===== src/rtl/riscv_fetch_stage_if.sv =====
// riscv_fetch_stage_if: instruction memory, redirect and decode-side handshake bundle
interface riscv_fetch_stage_if #(parameter int XLEN = 32);
    logic            imem_req;
    logic [XLEN-1:0] imem_addr;
    logic [XLEN-1:0] imem_rdata;
    logic            redirect_valid;
    logic [XLEN-1:0] redirect_pc;
    logic            inst_valid;
    logic            inst_ready;
    logic [XLEN-1:0] inst_data;
    logic [XLEN-1:0] inst_pc;
    modport master (
        output imem_req, imem_addr, inst_valid, inst_data, inst_pc,
        input  imem_rdata, redirect_valid, redirect_pc, inst_ready
    );
    modport slave (
        input  imem_req, imem_addr, inst_valid, inst_data, inst_pc,
        output imem_rdata, redirect_valid, redirect_pc, inst_ready
    );
endinterface


===== src/rtl/riscv_fetch_stage.sv =====
// riscv_fetch_stage: PC owner, word fetcher and prefetch FIFO feeding decode
module riscv_fetch_stage #(
    parameter int              XLEN       = 32,
    parameter logic [XLEN-1:0] RESET_PC   = '0,
    parameter int              FIFO_DEPTH = 2
) (
    input logic                 clk,
    input logic                 rst,
    riscv_fetch_stage_if.master bus
);
    localparam int PW = $clog2(FIFO_DEPTH);
    localparam int CW = $clog2(FIFO_DEPTH + 1);
    logic [XLEN-1:0] pc;
    logic [XLEN-1:0] req_pc;
    logic [XLEN-1:0] fifo_data [FIFO_DEPTH];
    logic [XLEN-1:0] fifo_pc [FIFO_DEPTH];
    logic [PW-1:0]   rd_ptr;
    logic [PW-1:0]   wr_ptr;
    logic [CW-1:0]   count;
    logic            inflight;
    logic            kill;
    logic            valid;
    logic            pop;
    logic            push;
    logic            issue;
    logic [CW:0]     occ;
    logic            unused_bits;
    assign unused_bits = ^bus.redirect_pc[1:0];
    // occ counts buffered plus returning words, net of this cycle's pop
    always_comb begin
        valid = count != '0;
        pop   = valid && bus.inst_ready;
        push  = inflight && !kill;
        occ   = {1'b0, count} + (CW+1)'(inflight) - (CW+1)'(pop);
        issue = !rst && !bus.redirect_valid && occ < (CW+1)'(FIFO_DEPTH);
    end
    assign bus.imem_req   = issue;
    assign bus.imem_addr  = pc;
    assign bus.inst_valid = valid;
    assign bus.inst_data  = valid ? fifo_data[rd_ptr] : '0;
    assign bus.inst_pc    = valid ? fifo_pc[rd_ptr] : '0;
    always_ff @(posedge clk) begin
        if (rst) begin
            pc       <= RESET_PC;
            count    <= '0;
            rd_ptr   <= '0;
            wr_ptr   <= '0;
            inflight <= 1'b0;
            kill     <= 1'b0;
        end else if (bus.redirect_valid) begin
            pc       <= {bus.redirect_pc[XLEN-1:2], 2'b00};
            count    <= '0;
            rd_ptr   <= '0;
            wr_ptr   <= '0;
            kill     <= inflight;
            inflight <= 1'b0;
        end else begin
            inflight <= issue;
            kill     <= 1'b0;
            if (issue) begin
                pc     <= pc + XLEN'(4);
                req_pc <= pc;
            end
            if (push) begin
                fifo_data[wr_ptr] <= bus.imem_rdata;
                fifo_pc[wr_ptr]   <= req_pc;
                wr_ptr            <= wr_ptr + PW'(1);
            end
            if (pop) rd_ptr <= rd_ptr + PW'(1);
            count <= count + CW'(push) - CW'(pop);
        end
    end
endmodule


===== src/flat_wrapper.sv =====
// flat-port wrapper written by rule: the top's interface ports become plain ports
module riscv_fetch_stage_flat 
#(
    parameter int              XLEN       = 32,
    parameter logic [XLEN-1:0] RESET_PC   = '0,
    parameter int              FIFO_DEPTH = 2
)
  (clk, rst, bus_imem_req, bus_imem_addr, bus_inst_valid, bus_inst_data, bus_inst_pc, bus_imem_rdata, bus_redirect_valid, bus_redirect_pc, bus_inst_ready);
  riscv_fetch_stage_if #(.XLEN(XLEN)) bus_i ();
  input logic clk;
  input logic rst;
  output wire logic [$bits(bus_i.imem_req)-1:0] bus_imem_req;
  output wire logic [$bits(bus_i.imem_addr)-1:0] bus_imem_addr;
  output wire logic [$bits(bus_i.inst_valid)-1:0] bus_inst_valid;
  output wire logic [$bits(bus_i.inst_data)-1:0] bus_inst_data;
  output wire logic [$bits(bus_i.inst_pc)-1:0] bus_inst_pc;
  input wire logic [$bits(bus_i.imem_rdata)-1:0] bus_imem_rdata;
  input wire logic [$bits(bus_i.redirect_valid)-1:0] bus_redirect_valid;
  input wire logic [$bits(bus_i.redirect_pc)-1:0] bus_redirect_pc;
  input wire logic [$bits(bus_i.inst_ready)-1:0] bus_inst_ready;
  assign bus_imem_req = bus_i.imem_req;
  assign bus_imem_addr = bus_i.imem_addr;
  assign bus_inst_valid = bus_i.inst_valid;
  assign bus_inst_data = bus_i.inst_data;
  assign bus_inst_pc = bus_i.inst_pc;
  assign bus_i.imem_rdata = bus_imem_rdata;
  assign bus_i.redirect_valid = bus_redirect_valid;
  assign bus_i.redirect_pc = bus_redirect_pc;
  assign bus_i.inst_ready = bus_inst_ready;
  riscv_fetch_stage #(.XLEN(XLEN), .RESET_PC(RESET_PC), .FIFO_DEPTH(FIFO_DEPTH)) u_core (.clk(clk), .rst(rst), .bus(bus_i));
endmodule

===== config.mk =====
export PLATFORM = sky130hd
export DESIGN_NAME = riscv_fetch_stage_flat
export DESIGN_NICKNAME = d
export VERILOG_FILES = /design/src/rtl/riscv_fetch_stage_if.sv /design/src/rtl/riscv_fetch_stage.sv /design/src/flat_wrapper.sv
export SDC_FILE = /design/constraint.sdc
export NUM_CORES = 1
export LEC_CHECK = 0
export CAP_MARGIN = 20
export CORE_MARGIN = 3
export CORE_UTILIZATION = 55
export DETAILED_ROUTE_END_ITERATION = 7
export PLACE_DENSITY = 0.95
export SLEW_MARGIN = 10
export SYNTH_ARGS = -nofsm -noshare
export SYNTH_HDL_FRONTEND = slang
export SYNTH_SLANG_ARGS = --single-unit

===== constraint.sdc =====
create_clock -name clk -period 8.6 [get_ports clk]
set_clock_uncertainty 0.2 [all_clocks]
set_input_delay 2.15 -clock clk [delete_from_list [all_inputs] [get_ports clk]]
set_output_delay 2.15 -clock clk [all_outputs]
set_load 0.1 [all_outputs]

==> results of run 1 <==
## cell families after synthesis
group           Yosys count  synth area share
xor+xnor                 18            0.0211
other cells               1          0.000479
buf+inv                  40            0.0267
compound gates           59            0.0489
fa+ha+maj                 5           0.00895
mux                      64            0.0820
simple gates            191             0.127
flops                   191             0.685
## flip-flops by register name, summed over array words and instances (netlist names), named ones only
name / cells
u_core.fifo_data: 64
u_core.fifo_pc: 60
u_core.bus.imem_addr: 30
u_core.req_pc: 30
u_core.count: 2
u_core.inflight: 1
u_core.kill: 1
u_core.rd_ptr: 1
u_core.wr_ptr: 1
## power by group through the flow
| stage | clock [uW] | sequential, uW | combinational [uW] |
|---|---|---|---|
| after floorplan | 0 | 1140 | 205 |
| after global placement | 0 | 1080 | 370 |
| after detailed placement | 0 | 1090 | 376 |
| after CTS | 822 | 1070 | 378 |
| after global routing | 864 | 1070 | 392 |
| final | 807 | 1070 | 377 |
## worst register-to-register path: stages, from the launching register on
cell and delay [ns]:
sky130_fd_sc_hd__dfxtp_1 0.40, sky130_fd_sc_hd__nor2_4 0.11, sky130_fd_sc_hd__buf_4 0.55, sky130_fd_sc_hd__nor2b_1 0.18, sky130_fd_sc_hd__ha_1 0.33, sky130_fd_sc_hd__inv_1 0.08
sky130_fd_sc_hd__nand2_1 0.08, sky130_fd_sc_hd__fa_1 0.42, sky130_fd_sc_hd__xnor2_2 0.26, sky130_fd_sc_hd__nand3_2 0.48, sky130_fd_sc_hd__inv_2 0.24, sky130_fd_sc_hd__buf_4 0.47
sky130_fd_sc_hd__nand3_1 0.30, sky130_fd_sc_hd__or3_1 0.37, sky130_fd_sc_hd__a31oi_1 0.17
## area by class of cell
class	instances	share of cell area
sequential	191	0.527
multi-input combinational	341	0.224
timing repair buffer	165	0.162
clock buffer	20	0.0458
tap	176	0.0216
clock inverter	12	0.0156
inverter	10	0.00369
## path summary, 6_finish.rpt
kind	startpoint	endpoint	slack, ns	cells past startpoint
min	u_core.req_pc[29]	u_core.fifo_pc[1][29]	0.24	0
max	bus_inst_ready	bus_imem_req	1.40	10
max reg2reg	u_core.count[1]	u_core.bus.imem_addr[13]	3.87	14
min reg2reg	u_core.req_pc[29]	u_core.fifo_pc[1][29]	0.24	0
## metal layers
layer  share of wire  wire (um)  GRT usage  vias to the layer above
li1                -          -          -                     2418
met1            0.41       7010      0.283                     2495
met2            0.48       8280      0.363                      289
met3           0.088       1510     0.0542                       31
met4           0.024        410     0.0842                        0
met5               0          0          0                        -
## per-stage QoR
step | instances | utilization
2_1_floorplan | 572 | -
3_3_place_gp | 883 | 0.705
3_5_place_dp | 883 | 0.705
4_1_cts | 915 | 0.751
5_1_grt | 915 | 0.751
6_report | 915 | 0.751
## cell usage in the layout (no fill, tap or decap), types with 8 or more instances in the layout
cell                              instances
sky130_fd_sc_hd__clkdlybuf4s50_1        158
sky130_fd_sc_hd__edfxtp_1               154
sky130_fd_sc_hd__nor2_1                  78
sky130_fd_sc_hd__mux2i_1                 63
sky130_fd_sc_hd__dfxtp_1                 36
sky130_fd_sc_hd__nand2_1                 32
sky130_fd_sc_hd__a21oi_1                 18
sky130_fd_sc_hd__clkbuf_16               17
sky130_fd_sc_hd__nand3_1                 15
sky130_fd_sc_hd__xnor2_1                 13
sky130_fd_sc_hd__and2_1                  10
sky130_fd_sc_hd__a31oi_1                  9
sky130_fd_sc_hd__inv_1                    8
sky130_fd_sc_hd__o211ai_1                 8
==> report_table.html, run 1 <==
<table>
<tr><th>Metric</th><th>Value</th></tr>
<tr><th colspan="2">Synthesis</th></tr>
<tr><td>Number of cells produced by synthesis</td><td>569</td></tr>
<tr><td>Seq/Total Area, Yosys</td><td>0.685</td></tr>
<tr><td>Mean area per synthesized cell</td><td>13.8 sq um</td></tr>
<tr><td>Proportion of synthesized flip-flops having asynchronous set or reset</td><td>0</td></tr>
<tr><td>Most common library cells after synthesis</td><td>sky130_fd_sc_hd__edfxtp_1 (154), sky130_fd_sc_hd__nor2_1 (80), sky130_fd_sc_hd__mux2i_1 (63)</td></tr>
<tr><td>Top cells by area in the synthesized netlist</td><td>sky130_fd_sc_hd__edfxtp_1 (59%), sky130_fd_sc_hd__dfxtp_1 (9.5%), sky130_fd_sc_hd__mux2i_1 (8.1%)</td></tr>
<tr><td>Synth area leader</td><td>sky130_fd_sc_hd__edfxtp_1</td></tr>
<tr><td>Most used DFF post-synth</td><td>sky130_fd_sc_hd__edfxtp_1</td></tr>
<tr><td>Cell area after synthesis</td><td>7830 sq um</td></tr>
<tr><td>Fraction of post-synthesis cell area in the top cell type by area</td><td>0.591</td></tr>
<tr><td>Count of state elements after synthesis</td><td>191</td></tr>
<tr><td>EDFF count, synth</td><td>154</td></tr>
<tr><td>Synth cell types</td><td>56</td></tr>
<tr><td>Number of warnings reported in the yosys synthesis log</td><td>0</td></tr>
<tr><td>Library cell with the highest instance count after synthesis</td><td>sky130_fd_sc_hd__edfxtp_1</td></tr>
<tr><th colspan="2">Floorplan</th></tr>
<tr><td>Core area</td><td>13600 sq um</td></tr>
<tr><td>Count of boundary I/O pins</td><td>166</td></tr>
<tr><td>Starting utilization of the core area</td><td>0.578</td></tr>
<tr><td>Total die area</td><td>15700 sq um</td></tr>
<tr><td>Vert. Die Dim</td><td>125 um</td></tr>
<tr><td>Horizontal die dimension</td><td>125 um</td></tr>
<tr><td>Placement Rows</td><td>42</td></tr>
<tr><th colspan="2">STA</th></tr>
<tr><td>Final-layout setup total negative slack</td><td>0 ns</td></tr>
<tr><td>Peak clock frequency supported by timing</td><td>139 MHz</td></tr>
<tr><td>Slew at the pin closest to its max-slew limit</td><td>1.09 ns</td></tr>
<tr><td>Number of failing setup endpoints in the final timing report</td><td>0</td></tr>
<tr><td>Number of hold violations in the final report</td><td>0</td></tr>
<tr><td>Shortest clock period the worst path allows after layout</td><td>7.20 ns</td></tr>
<tr><td>Part of the cycle the worst path needs</td><td>0.837</td></tr>
<tr><td>Worst setup margin</td><td>1.40 ns</td></tr>
<tr><td>RSZ-0062 raised after global routing</td><td>false</td></tr>
<tr><td>Worst slack on hold paths</td><td>0.245 ns</td></tr>
<tr><td>Slew Viols, Final</td><td>0</td></tr>
<tr><td>Relative slew slack</td><td>0.272</td></tr>
<tr><th colspan="2">Routing</th></tr>
<tr><td>Number of DRC markers in iteration 0</td><td>474</td></tr>
<tr><td>Post-route DRC</td><td>0</td></tr>
<tr><td>Wire length reported by the detailed router</td><td>17200 um</td></tr>
<tr><td>Per-cell routed wire length</td><td>18.8 um</td></tr>
<tr><td>Total number of vias</td><td>5233</td></tr>
<tr><td>Residual antenna-violating net count after detailed routing</td><td>0</td></tr>
<tr><td>DR vias/cell</td><td>5.72</td></tr>
<tr><td>Drt first pass iters</td><td>5</td></tr>
<tr><th colspan="2">Global route</th></tr>
<tr><td>Total track usage</td><td>0.220</td></tr>
<tr><td>Antenna violations before repair</td><td>0</td></tr>
<tr><td>Total overflow reported by the global router</td><td>0</td></tr>
<tr><td>Number of global-route vias before repair</td><td>5321</td></tr>
<tr><td>Largest net degree at the start of global routing</td><td>65</td></tr>
<tr><td>Global-route wire length before repair</td><td>27300 um</td></tr>
<tr><th colspan="2">Worst setup path</th></tr>
<tr><td>Max Fanout on Critical Path</td><td>25</td></tr>
<tr><td>Data required time of the critical path</td><td>6.25 ns</td></tr>
<tr><td>Buffers and inverters on the worst path</td><td>4</td></tr>
<tr><td>Standard cell with the maximum stage delay on the critical path</td><td>sky130_fd_sc_hd__nand3_2</td></tr>
<tr><td>Startpoint class of the critical path</td><td>primary input</td></tr>
<tr><td>Critical Path AT</td><td>4.85 ns</td></tr>
<tr><td>Ordered cell list for the critical path</td><td>clkdlybuf4s50_1, nor2b_1, ha_1, inv_1, nand2_1, fa_1, xnor2_2, nand3_2, inv_2, buf_12</td></tr>
<tr><td>Setup crit end kind</td><td>output port</td></tr>
<tr><td>Top cell family by delay on the critical path</td><td>buffers and inverters</td></tr>
<tr><td>Slowest cell delay on critical path</td><td>0.48 ns</td></tr>
<tr><td>WS Path Type</td><td>primary input to output port</td></tr>
<tr><th colspan="2">Final layout</th></tr>
<tr><td>Final standard cell area without fillers</td><td>10200 sq um</td></tr>
<tr><td>Proportion of layout cells with a drive suffix above 1</td><td>0.0934</td></tr>
<tr><td>Number of nets at the end of the flow</td><td>799</td></tr>
<tr><td>Total area of multi-input combinational cells</td><td>2280 sq um</td></tr>
<tr><td>Filler Cell Count</td><td>852</td></tr>
<tr><td>Area overhead of the layout relative to synthesis</td><td>30.0%</td></tr>
<tr><td>Antenna diode count</td><td>0</td></tr>
<tr><td>Area occupied by registers</td><td>5370 sq um</td></tr>
<tr><th colspan="2">Power and ir drop</th></tr>
<tr><td>Switching fraction of total power</td><td>0.282</td></tr>
<tr><td>Static power due to leakage</td><td>0.00327 uW</td></tr>
<tr><td>Portion of total power attributed to sequential cells</td><td>0.474</td></tr>
<tr><td>Maximum VDD drop</td><td>0.135 mV</td></tr>
<tr><td>Net load switching power</td><td>636 uW</td></tr>
<tr><td>Total internal power</td><td>1620 uW</td></tr>
<tr><td>Gate power share</td><td>0.168</td></tr>
<tr><td>Post-layout power</td><td>2250 uW</td></tr>
<tr><td>Clk pwr share</td><td>0.358</td></tr>
<tr><td>Power density over the cells</td><td>221 nW/um^2</td></tr>
<tr><th colspan="2">CTS</th></tr>
<tr><td>Clock root buffer master</td><td>sky130_fd_sc_hd__clkbuf_16</td></tr>
<tr><td>Number of clock buffers inserted by TritonCTS</td><td>17</td></tr>
<tr><td>Number of gates resized after CTS</td><td>0</td></tr>
<tr><td>Register clock-pin slew on the reported worst setup and hold paths</td><td>0.07 ns</td></tr>
<tr><td>Clock tree buffer depth</td><td>2</td></tr>
<tr><td>Clock latency at the later pin of the worst-skew pair</td><td>0.42 ns</td></tr>
<tr><td>Htree depth</td><td>4</td></tr>
<tr><td>Buffers inserted by post-CTS timing repair</td><td>0</td></tr>
<tr><td>CTS tree</td><td>yes</td></tr>
<tr><td>Hold buffers post-CTS</td><td>0</td></tr>
<tr><td>Sink count of the clock tree</td><td>191</td></tr>
<tr><th colspan="2">Placement</th></tr>
<tr><td>HPWL after detailed placement</td><td>11300 um</td></tr>
<tr><td>Routability cong.</td><td>0.880</td></tr>
<tr><td>Worst slack, placed</td><td>1.43 ns</td></tr>
<tr><td>Post-Place Cell Area</td><td>9560 sq um</td></tr>
<tr><td>Port-buffer cells</td><td>159</td></tr>
<tr><th colspan="2">Run</th></tr>
<tr><td>Number of maximum-capacitance violations</td><td>0</td></tr>
<tr><th colspan="2">Outcome</th></tr>
<tr><td>Run status</td><td>completed</td></tr>
<tr><th colspan="2">Hold path</th></tr>
<tr><td>Hold/Removal Path Class</td><td>flop to flop</td></tr>
</table>
(Power assumes the default switching activity.)
==> inputs of run 2 (changes only) <==
--- a/config.mk
+++ b/config.mk
@@ -7,9 +7,9 @@
 export LEC_CHECK = 0
 export CAP_MARGIN = 20
 export CORE_MARGIN = 3
-export CORE_UTILIZATION = 55
+export CORE_UTILIZATION = 51
 export DETAILED_ROUTE_END_ITERATION = 7
-export PLACE_DENSITY = 0.95
+export PLACE_DENSITY = 0.92
 export SLEW_MARGIN = 10
 export SYNTH_ARGS = -nofsm -noshare
 export SYNTH_HDL_FRONTEND = slang
==> constraint.sdc (replaced) <==
create_clock -name clk -period 7.5 [get_ports clk]
set_clock_uncertainty 0.2 [all_clocks]
set_input_delay 1.875 -clock clk [delete_from_list [all_inputs] [get_ports clk]]
set_output_delay 1.875 -clock clk [all_outputs]
set_load 0.1 [all_outputs]
==> run 2 against run 1 <==
  * Clock power up 11%
  * Worst hold slack improved by 0.0013 ns
  * Register-to-register slack improved by 0.08 ns
  * Highest routed layer unchanged
==> report_table.html, run 2 (synthesized netlist as in run 1, its figures left out) <==
<table>
<tr><th>Metric</th><th>Value</th></tr>
<tr><th colspan="2">Run</th></tr>
<tr><td>Number of maximum-capacitance violations</td><td>0</td></tr>
<tr><th colspan="2">Floorplan</th></tr>
<tr><td>Starting utilization of the core area</td><td>0.531</td></tr>
<tr><td>Total die area</td><td>16900 sq um</td></tr>
<tr><td>Placement Rows</td><td>44</td></tr>
<tr><td>Horizontal die dimension</td><td>130 um</td></tr>
<tr><td>Core area</td><td>14800 sq um</td></tr>
<tr><td>Vert. Die Dim</td><td>130 um</td></tr>
<tr><td>Count of boundary I/O pins</td><td>166</td></tr>
<tr><th colspan="2">Worst setup path</th></tr>
<tr><td>Max Fanout on Critical Path</td><td>4</td></tr>
<tr><td>Slowest cell delay on critical path</td><td>0.45 ns</td></tr>
<tr><td>Critical Path AT</td><td>4.01 ns</td></tr>
<tr><td>Standard cell with the maximum stage delay on the critical path</td><td>sky130_fd_sc_hd__clkdlybuf4s50_1</td></tr>
<tr><td>Data required time of the critical path</td><td>5.43 ns</td></tr>
<tr><td>Startpoint class of the critical path</td><td>primary input</td></tr>
<tr><td>Setup crit end kind</td><td>output port</td></tr>
<tr><td>Ordered cell list for the critical path</td><td>clkdlybuf4s50_1, nor2b_1, ha_1, inv_1, nand2_1, fa_1, xnor2_2, nand3_2, inv_2, buf_12</td></tr>
<tr><td>WS Path Type</td><td>primary input to output port</td></tr>
<tr><th colspan="2">Power and ir drop</th></tr>
<tr><td>Maximum VDD drop</td><td>0.168 mV</td></tr>
<tr><td>Static power due to leakage</td><td>0.00328 uW</td></tr>
<tr><td>Clk pwr share</td><td>0.351</td></tr>
<tr><td>Total internal power</td><td>1830 uW</td></tr>
<tr><td>Gate power share</td><td>0.170</td></tr>
<tr><td>Power density over the cells</td><td>251 nW/um^2</td></tr>
<tr><td>Post-layout power</td><td>2550 uW</td></tr>
<tr><td>Portion of total power attributed to sequential cells</td><td>0.479</td></tr>
<tr><td>Net load switching power</td><td>723 uW</td></tr>
<tr><td>Switching fraction of total power</td><td>0.283</td></tr>
<tr><th colspan="2">Final layout</th></tr>
<tr><td>Number of nets at the end of the flow</td><td>800</td></tr>
<tr><td>Proportion of layout cells with a drive suffix above 1</td><td>0.0919</td></tr>
<tr><td>Top library cells by usage in the layout, fill and taps aside</td><td>sky130_fd_sc_hd__clkdlybuf4s50_1 (158), sky130_fd_sc_hd__edfxtp_1 (154), sky130_fd_sc_hd__nor2_1 (78)</td></tr>
<tr><td>Final standard cell area without fillers</td><td>10200 sq um</td></tr>
<tr><td>Register with the highest flop count</td><td>u_core.fifo_data</td></tr>
<tr><td>Area overhead of the layout relative to synthesis</td><td>29.9%</td></tr>
<tr><td>Registers with the highest flip-flop counts</td><td>u_core.fifo_data: 64 flops, u_core.fifo_pc: 60 flops</td></tr>
<tr><td>Total area of multi-input combinational cells</td><td>2280 sq um</td></tr>
<tr><td>Flip-flop count of the largest register, all copies and words added</td><td>64</td></tr>
<tr><td>Area occupied by registers</td><td>5370 sq um</td></tr>
<tr><td>Filler Cell Count</td><td>962</td></tr>
<tr><td>Leading cell type in the layout, fill and taps excluded</td><td>sky130_fd_sc_hd__clkdlybuf4s50_1</td></tr>
<tr><td>Antenna diode count</td><td>0</td></tr>
<tr><td>Core Util, Final</td><td>0.690</td></tr>
<tr><th colspan="2">Global route</th></tr>
<tr><td>Number of global-route vias before repair</td><td>5315</td></tr>
<tr><td>Total track usage</td><td>0.210</td></tr>
<tr><td>Global-route wire length before repair</td><td>27000 um</td></tr>
<tr><td>Antenna violations before repair</td><td>0</td></tr>
<tr><td>Total overflow reported by the global router</td><td>0</td></tr>
<tr><td>Largest net degree at the start of global routing</td><td>64</td></tr>
<tr><th colspan="2">Routing</th></tr>
<tr><td>Number of DRC markers in iteration 0</td><td>355</td></tr>
<tr><td>DR vias/cell</td><td>5.73</td></tr>
<tr><td>Per-cell routed wire length</td><td>19.2 um</td></tr>
<tr><td>Residual antenna-violating net count after detailed routing</td><td>0</td></tr>
<tr><td>Wire length reported by the detailed router</td><td>17700 um</td></tr>
<tr><td>Post-route DRC</td><td>0</td></tr>
<tr><td>Drt first pass iters</td><td>5</td></tr>
<tr><td>Total number of vias</td><td>5293</td></tr>
<tr><th colspan="2">STA</th></tr>
<tr><td>Number of failing setup endpoints in the final timing report</td><td>0</td></tr>
<tr><td>Relative slew slack</td><td>0.262</td></tr>
<tr><td>Worst setup margin</td><td>1.42 ns</td></tr>
<tr><td>Slew Viols, Final</td><td>0</td></tr>
<tr><td>RSZ-0062 raised after global routing</td><td>false</td></tr>
<tr><td>Final-layout setup total negative slack</td><td>0 ns</td></tr>
<tr><td>Number of hold violations in the final report</td><td>0</td></tr>
<tr><td>Peak clock frequency supported by timing</td><td>164 MHz</td></tr>
<tr><td>Part of the cycle the worst path needs</td><td>0.811</td></tr>
<tr><td>Slew at the pin closest to its max-slew limit</td><td>1.11 ns</td></tr>
<tr><td>Shortest clock period the worst path allows after layout</td><td>6.08 ns</td></tr>
<tr><th colspan="2">Placement</th></tr>
<tr><td>Port-buffer cells</td><td>159</td></tr>
<tr><td>Worst slack, placed</td><td>1.42 ns</td></tr>
<tr><td>HPWL after detailed placement</td><td>11900 um</td></tr>
<tr><td>Post-Place Cell Area</td><td>9580 sq um</td></tr>
<tr><td>Routability cong.</td><td>0.843</td></tr>
<tr><th colspan="2">CTS</th></tr>
<tr><td>Buffers inserted by post-CTS timing repair</td><td>0</td></tr>
<tr><td>Number of clock buffers inserted by TritonCTS</td><td>17</td></tr>
<tr><td>Register clock-pin slew on the reported worst setup and hold paths</td><td>0.06 ns</td></tr>
<tr><td>Htree depth</td><td>4</td></tr>
<tr><td>Clock tree buffer depth</td><td>2</td></tr>
<tr><td>Clock root buffer master</td><td>sky130_fd_sc_hd__clkbuf_16</td></tr>
<tr><td>Clock latency at the later pin of the worst-skew pair</td><td>0.43 ns</td></tr>
<tr><td>Number of gates resized after CTS</td><td>0</td></tr>
<tr><td>CTS tree</td><td>yes</td></tr>
<tr><td>Sink count of the clock tree</td><td>191</td></tr>
<tr><td>Hold buffers post-CTS</td><td>0</td></tr>
<tr><th colspan="2">Outcome</th></tr>
<tr><td>Run status</td><td>completed</td></tr>
<tr><th colspan="2">Hold path</th></tr>
<tr><td>Hold/Removal Path Class</td><td>flop to flop</td></tr>
</table>
## run 2: path summary, 6_finish.rpt
check | depth (start not counted) | from | slack (ns) | end
worst min-delay path | 0 | u_core.req_pc[11] | 0.25 | u_core.fifo_pc[0][11]
worst max-delay path | 10 | bus_inst_ready | 1.42 | bus_imem_req
worst max register to register | 13 | u_core.count[1] | 3.95 | u_core.bus.imem_addr[13]
worst min register to register | 0 | u_core.req_pc[11] | 0.25 | u_core.fifo_pc[0][11]
## run 2: critical path: cells and delay by family
| kind | cells | cell delay [ns] |
|---|---|---|
| buffers and inverters | 4 | 0.82 |
| xor gates and xnor gates | 1 | 0.26 |
| and+or+nand+nor | 3 | 0.38 |
| adders and majority gates | 2 | 0.66 |
## run 2: area by class of cell
class                           instances  share of cell area
Inverter                               10             0.00369
Timing Repair Buffer                  166               0.163
Tap cell                              184              0.0226
Clock buffer                           24              0.0520
Clock inverter                          8             0.00701
Multi-Input combinational cell        341               0.225
Sequential cell                       191               0.528
## run 2: metrics by stage
stage,std cells,hold WS (ns)
2_1_floorplan,572,0.221
3_3_place_gp,892,0.225
3_5_place_dp,892,0.235
4_1_cts,924,0.248
5_1_grt,924,0.259
6_report,924,0.246
## run 2: power by group through the flow
stage	combinational [uW]	clock, uW	sequential [uW]
floorplan	235	0	1310
global placement	426	0	1240
detailed placement	433	0	1250
CTS	435	910	1220
global route	450	950	1230
finish	433	896	1220
## run 2: layer usage
metal	global-route usage	share of wire	vias to the layer above
li1	-	-	2416
met3	0.0573	0.083	34
met1	0.260	0.40	2534
met4	0.0954	0.023	0
met5	0	0	-
met2	0.348	0.49	309
==> inputs of run 3 (changes only) <==
==> constraint.sdc (replaced) <==
create_clock -name clk -period 5.9 [get_ports clk]
set_clock_uncertainty 0.2 [all_clocks]
set_input_delay 1.475 -clock clk [delete_from_list [all_inputs] [get_ports clk]]
set_output_delay 1.475 -clock clk [all_outputs]
set_load 0.1 [all_outputs]
==> run 3 against run 2 <==
  * Sequential share of layout area is 0.091 points lower
  * Design area is 0.17% higher
  * Flip-flop and latch count stayed put
  * Die area stayed put
  * Critical path depth stayed put
  * Via count is 1.8% lower
  * First-iteration DRC count is 28% higher
  * Critical path type unchanged
  * Highest routed layer is now met5
==> report_table.html, run 3 (synthesized netlist as in run 1, its figures left out) <==
<table>
<tr><th>Metric</th><th>Value</th></tr>
<tr><th colspan="2">CTS</th></tr>
<tr><td>Number of clock buffers inserted by TritonCTS</td><td>17</td></tr>
<tr><td>CTS tree</td><td>yes</td></tr>
<tr><td>Clock latency at the later pin of the worst-skew pair</td><td>0.42 ns</td></tr>
<tr><td>Clock tree buffer depth</td><td>2</td></tr>
<tr><td>Sink count of the clock tree</td><td>191</td></tr>
<tr><td>Htree depth</td><td>4</td></tr>
<tr><td>Buffers inserted by post-CTS timing repair</td><td>0</td></tr>
<tr><td>Clock root buffer master</td><td>sky130_fd_sc_hd__clkbuf_16</td></tr>
<tr><td>Register clock-pin slew on the reported worst setup and hold paths</td><td>0.06 ns</td></tr>
<tr><td>Hold buffers post-CTS</td><td>0</td></tr>
<tr><td>Number of gates resized after CTS</td><td>0</td></tr>
<tr><th colspan="2">Final layout</th></tr>
<tr><td>Filler Cell Count</td><td>1002</td></tr>
<tr><td>Number of nets at the end of the flow</td><td>800</td></tr>
<tr><td>Top library cells by usage in the layout, fill and taps aside</td><td>sky130_fd_sc_hd__clkdlybuf4s50_1 (158), sky130_fd_sc_hd__edfxtp_1 (154), sky130_fd_sc_hd__nor2_1 (78)</td></tr>
<tr><td>Total area of multi-input combinational cells</td><td>2280 sq um</td></tr>
<tr><td>Flip-flop count of the largest register, all copies and words added</td><td>64</td></tr>
<tr><td>Registers with the highest flip-flop counts</td><td>u_core.fifo_data: 64 flops, u_core.fifo_pc: 60 flops</td></tr>
<tr><td>Proportion of layout cells with a drive suffix above 1</td><td>0.0905</td></tr>
<tr><td>Fin cells</td><td>925</td></tr>
<tr><td>Area occupied by registers</td><td>5370 sq um</td></tr>
<tr><td>Leading cell type in the layout, fill and taps excluded</td><td>sky130_fd_sc_hd__clkdlybuf4s50_1</td></tr>
<tr><td>Core Util, Final</td><td>0.691</td></tr>
<tr><td>Area overhead of the layout relative to synthesis</td><td>30.2%</td></tr>
<tr><td>Register with the highest flop count</td><td>u_core.fifo_data</td></tr>
<tr><th colspan="2">STA</th></tr>
<tr><td>Relative slew slack</td><td>0.266</td></tr>
<tr><td>Number of hold violations in the final report</td><td>0</td></tr>
<tr><td>Final-layout setup total negative slack</td><td>0 ns</td></tr>
<tr><td>Part of the cycle the worst path needs</td><td>0.901</td></tr>
<tr><td>Number of failing setup endpoints in the final timing report</td><td>0</td></tr>
<tr><td>Slew Viols, Final</td><td>0</td></tr>
<tr><td>Worst setup margin</td><td>0.581 ns</td></tr>
<tr><td>Shortest clock period the worst path allows after layout</td><td>5.32 ns</td></tr>
<tr><td>Peak clock frequency supported by timing</td><td>188 MHz</td></tr>
<tr><td>RSZ-0062 raised after global routing</td><td>false</td></tr>
<tr><td>Slew at the pin closest to its max-slew limit</td><td>1.10 ns</td></tr>
<tr><th colspan="2">Worst setup path</th></tr>
<tr><td>Slowest cell delay on critical path</td><td>0.45 ns</td></tr>
<tr><td>Critical Path AT</td><td>3.64 ns</td></tr>
<tr><td>Buffers and inverters on the worst path</td><td>4</td></tr>
<tr><td>Top cell family by delay on the critical path</td><td>buffers and inverters</td></tr>
<tr><td>Data required time of the critical path</td><td>4.22 ns</td></tr>
<tr><td>Standard cell with the maximum stage delay on the critical path</td><td>sky130_fd_sc_hd__clkdlybuf4s50_1</td></tr>
<tr><td>Ordered cell list for the critical path</td><td>clkdlybuf4s50_1, nor2b_1, ha_1, inv_1, nand2_1, fa_1, xnor2_2, nand3_2, inv_2, buf_12</td></tr>
<tr><td>Reg2reg path depth</td><td>13</td></tr>
<tr><td>Logic depth of the worst setup path including buffers</td><td>10</td></tr>
<tr><td>Startpoint class of the critical path</td><td>primary input</td></tr>
<tr><td>WS Path Type</td><td>primary input to output port</td></tr>
<tr><td>Setup crit end kind</td><td>output port</td></tr>
<tr><td>Max Fanout on Critical Path</td><td>4</td></tr>
<tr><th colspan="2">Outcome</th></tr>
<tr><td>Run status</td><td>completed</td></tr>
<tr><th colspan="2">Floorplan</th></tr>
<tr><td>Core area</td><td>14800 sq um</td></tr>
<tr><td>Total die area</td><td>16900 sq um</td></tr>
<tr><td>Placement Rows</td><td>44</td></tr>
<tr><td>Starting utilization of the core area</td><td>0.531</td></tr>
<tr><td>Count of boundary I/O pins</td><td>166</td></tr>
<tr><td>Horizontal die dimension</td><td>130 um</td></tr>
<tr><td>Vert. Die Dim</td><td>130 um</td></tr>
<tr><th colspan="2">Placement</th></tr>
<tr><td>HPWL after detailed placement</td><td>11600 um</td></tr>
<tr><td>Port-buffer cells</td><td>159</td></tr>
<tr><td>Placed Instances</td><td>892</td></tr>
<tr><td>Routability cong.</td><td>0.847</td></tr>
<tr><td>Worst slack, placed</td><td>0.587 ns</td></tr>
<tr><th colspan="2">Routing</th></tr>
<tr><td>Total number of vias</td><td>5196</td></tr>
<tr><td>Per-cell routed wire length</td><td>18.7 um</td></tr>
<tr><td>Residual antenna-violating net count after detailed routing</td><td>0</td></tr>
<tr><td>Drt first pass iters</td><td>5</td></tr>
<tr><td>Post-route DRC</td><td>0</td></tr>
<tr><td>Number of DRC markers in iteration 0</td><td>455</td></tr>
<tr><td>Wire length reported by the detailed router</td><td>17300 um</td></tr>
<tr><td>DR vias/cell</td><td>5.62</td></tr>
<tr><th colspan="2">Power and ir drop</th></tr>
<tr><td>Power density over the cells</td><td>322 nW/um^2</td></tr>
<tr><td>Post-layout power</td><td>3280 uW</td></tr>
<tr><td>Maximum VDD drop</td><td>0.221 mV</td></tr>
<tr><td>Static power due to leakage</td><td>0.00327 uW</td></tr>
<tr><th colspan="2">Global route</th></tr>
<tr><td>Largest net degree at the start of global routing</td><td>63</td></tr>
<tr><td>Total track usage</td><td>0.203</td></tr>
<tr><td>Total overflow reported by the global router</td><td>0</td></tr>
<tr><td>Antenna violations before repair</td><td>2</td></tr>
<tr><td>Global-route wire length before repair</td><td>26500 um</td></tr>
<tr><td>Number of global-route vias before repair</td><td>5076</td></tr>
<tr><th colspan="2">Hold path</th></tr>
<tr><td>Hold depth</td><td>0</td></tr>
<tr><td>Hold/Removal Path Class</td><td>flop to flop</td></tr>
<tr><th colspan="2">Run</th></tr>
<tr><td>Number of maximum-capacitance violations</td><td>0</td></tr>
</table>
## run 3: routing by layer
layer | up-vias | part of all wire | global-route usage
li1 | 2425 | - | -
met1 | 2487 | 0.41 | 0.256
met2 | 253 | 0.49 | 0.330
met3 | 29 | 0.085 | 0.0643
met4 | 2 | 0.018 | 0.0770
met5 | - | 0.00075 | 0
## run 3: cell type report
class	instances	share of cell area
Antenna cell	1	0.000245
Clock buffer	20	0.0428
Clock inverter	12	0.0163
Inverter	10	0.00368
Multi-Input combinational cell	341	0.224
Sequential cell	191	0.527
Tap cell	184	0.0226
Timing Repair Buffer	166	0.163
## run 3: worst reg2reg max path, delay by kind of cell (launching register included)
| kind | cells | cell delay, ns |
|---|---|---|
| simple gates | 6 | 1.36 |
| xor+xnor | 1 | 0.25 |
| flops | 1 | 0.39 |
| buf+inv | 3 | 0.66 |
| fa+ha+maj | 2 | 0.73 |
| compound gates | 1 | 0.17 |
## run 3: final timing paths
path | start | end | slack (ns)
setup / recovery | bus_inst_ready | bus_imem_req | 0.58
hold / removal | u_core.req_pc[27] | u_core.fifo_pc[1][27] | 0.25
setup reg to reg | u_core.count[1] | u_core.bus.imem_addr[13] | 2.09
hold reg to reg | u_core.req_pc[27] | u_core.fifo_pc[1][27] | 0.25
## run 3: per-stage QoR
step                instance area, sq um  hold slack (ns)
floorplan                           7840            0.221
finish                             10200            0.249
global placement                    9590            0.226
CTS                                10200            0.247
global route                       10200            0.256
detailed placement                  9590            0.234
## run 3: where the power goes
| part | leakage (uW) | switching [uW] | total, uW | internal (uW) |
|---|---|---|---|---|
| clock | 0.000294 | 468 | 1170 | 705 |
| sequential | 0.00171 | 46.5 | 1550 | 1510 |
| combinational | 0.00127 | 404 | 550 | 145 |
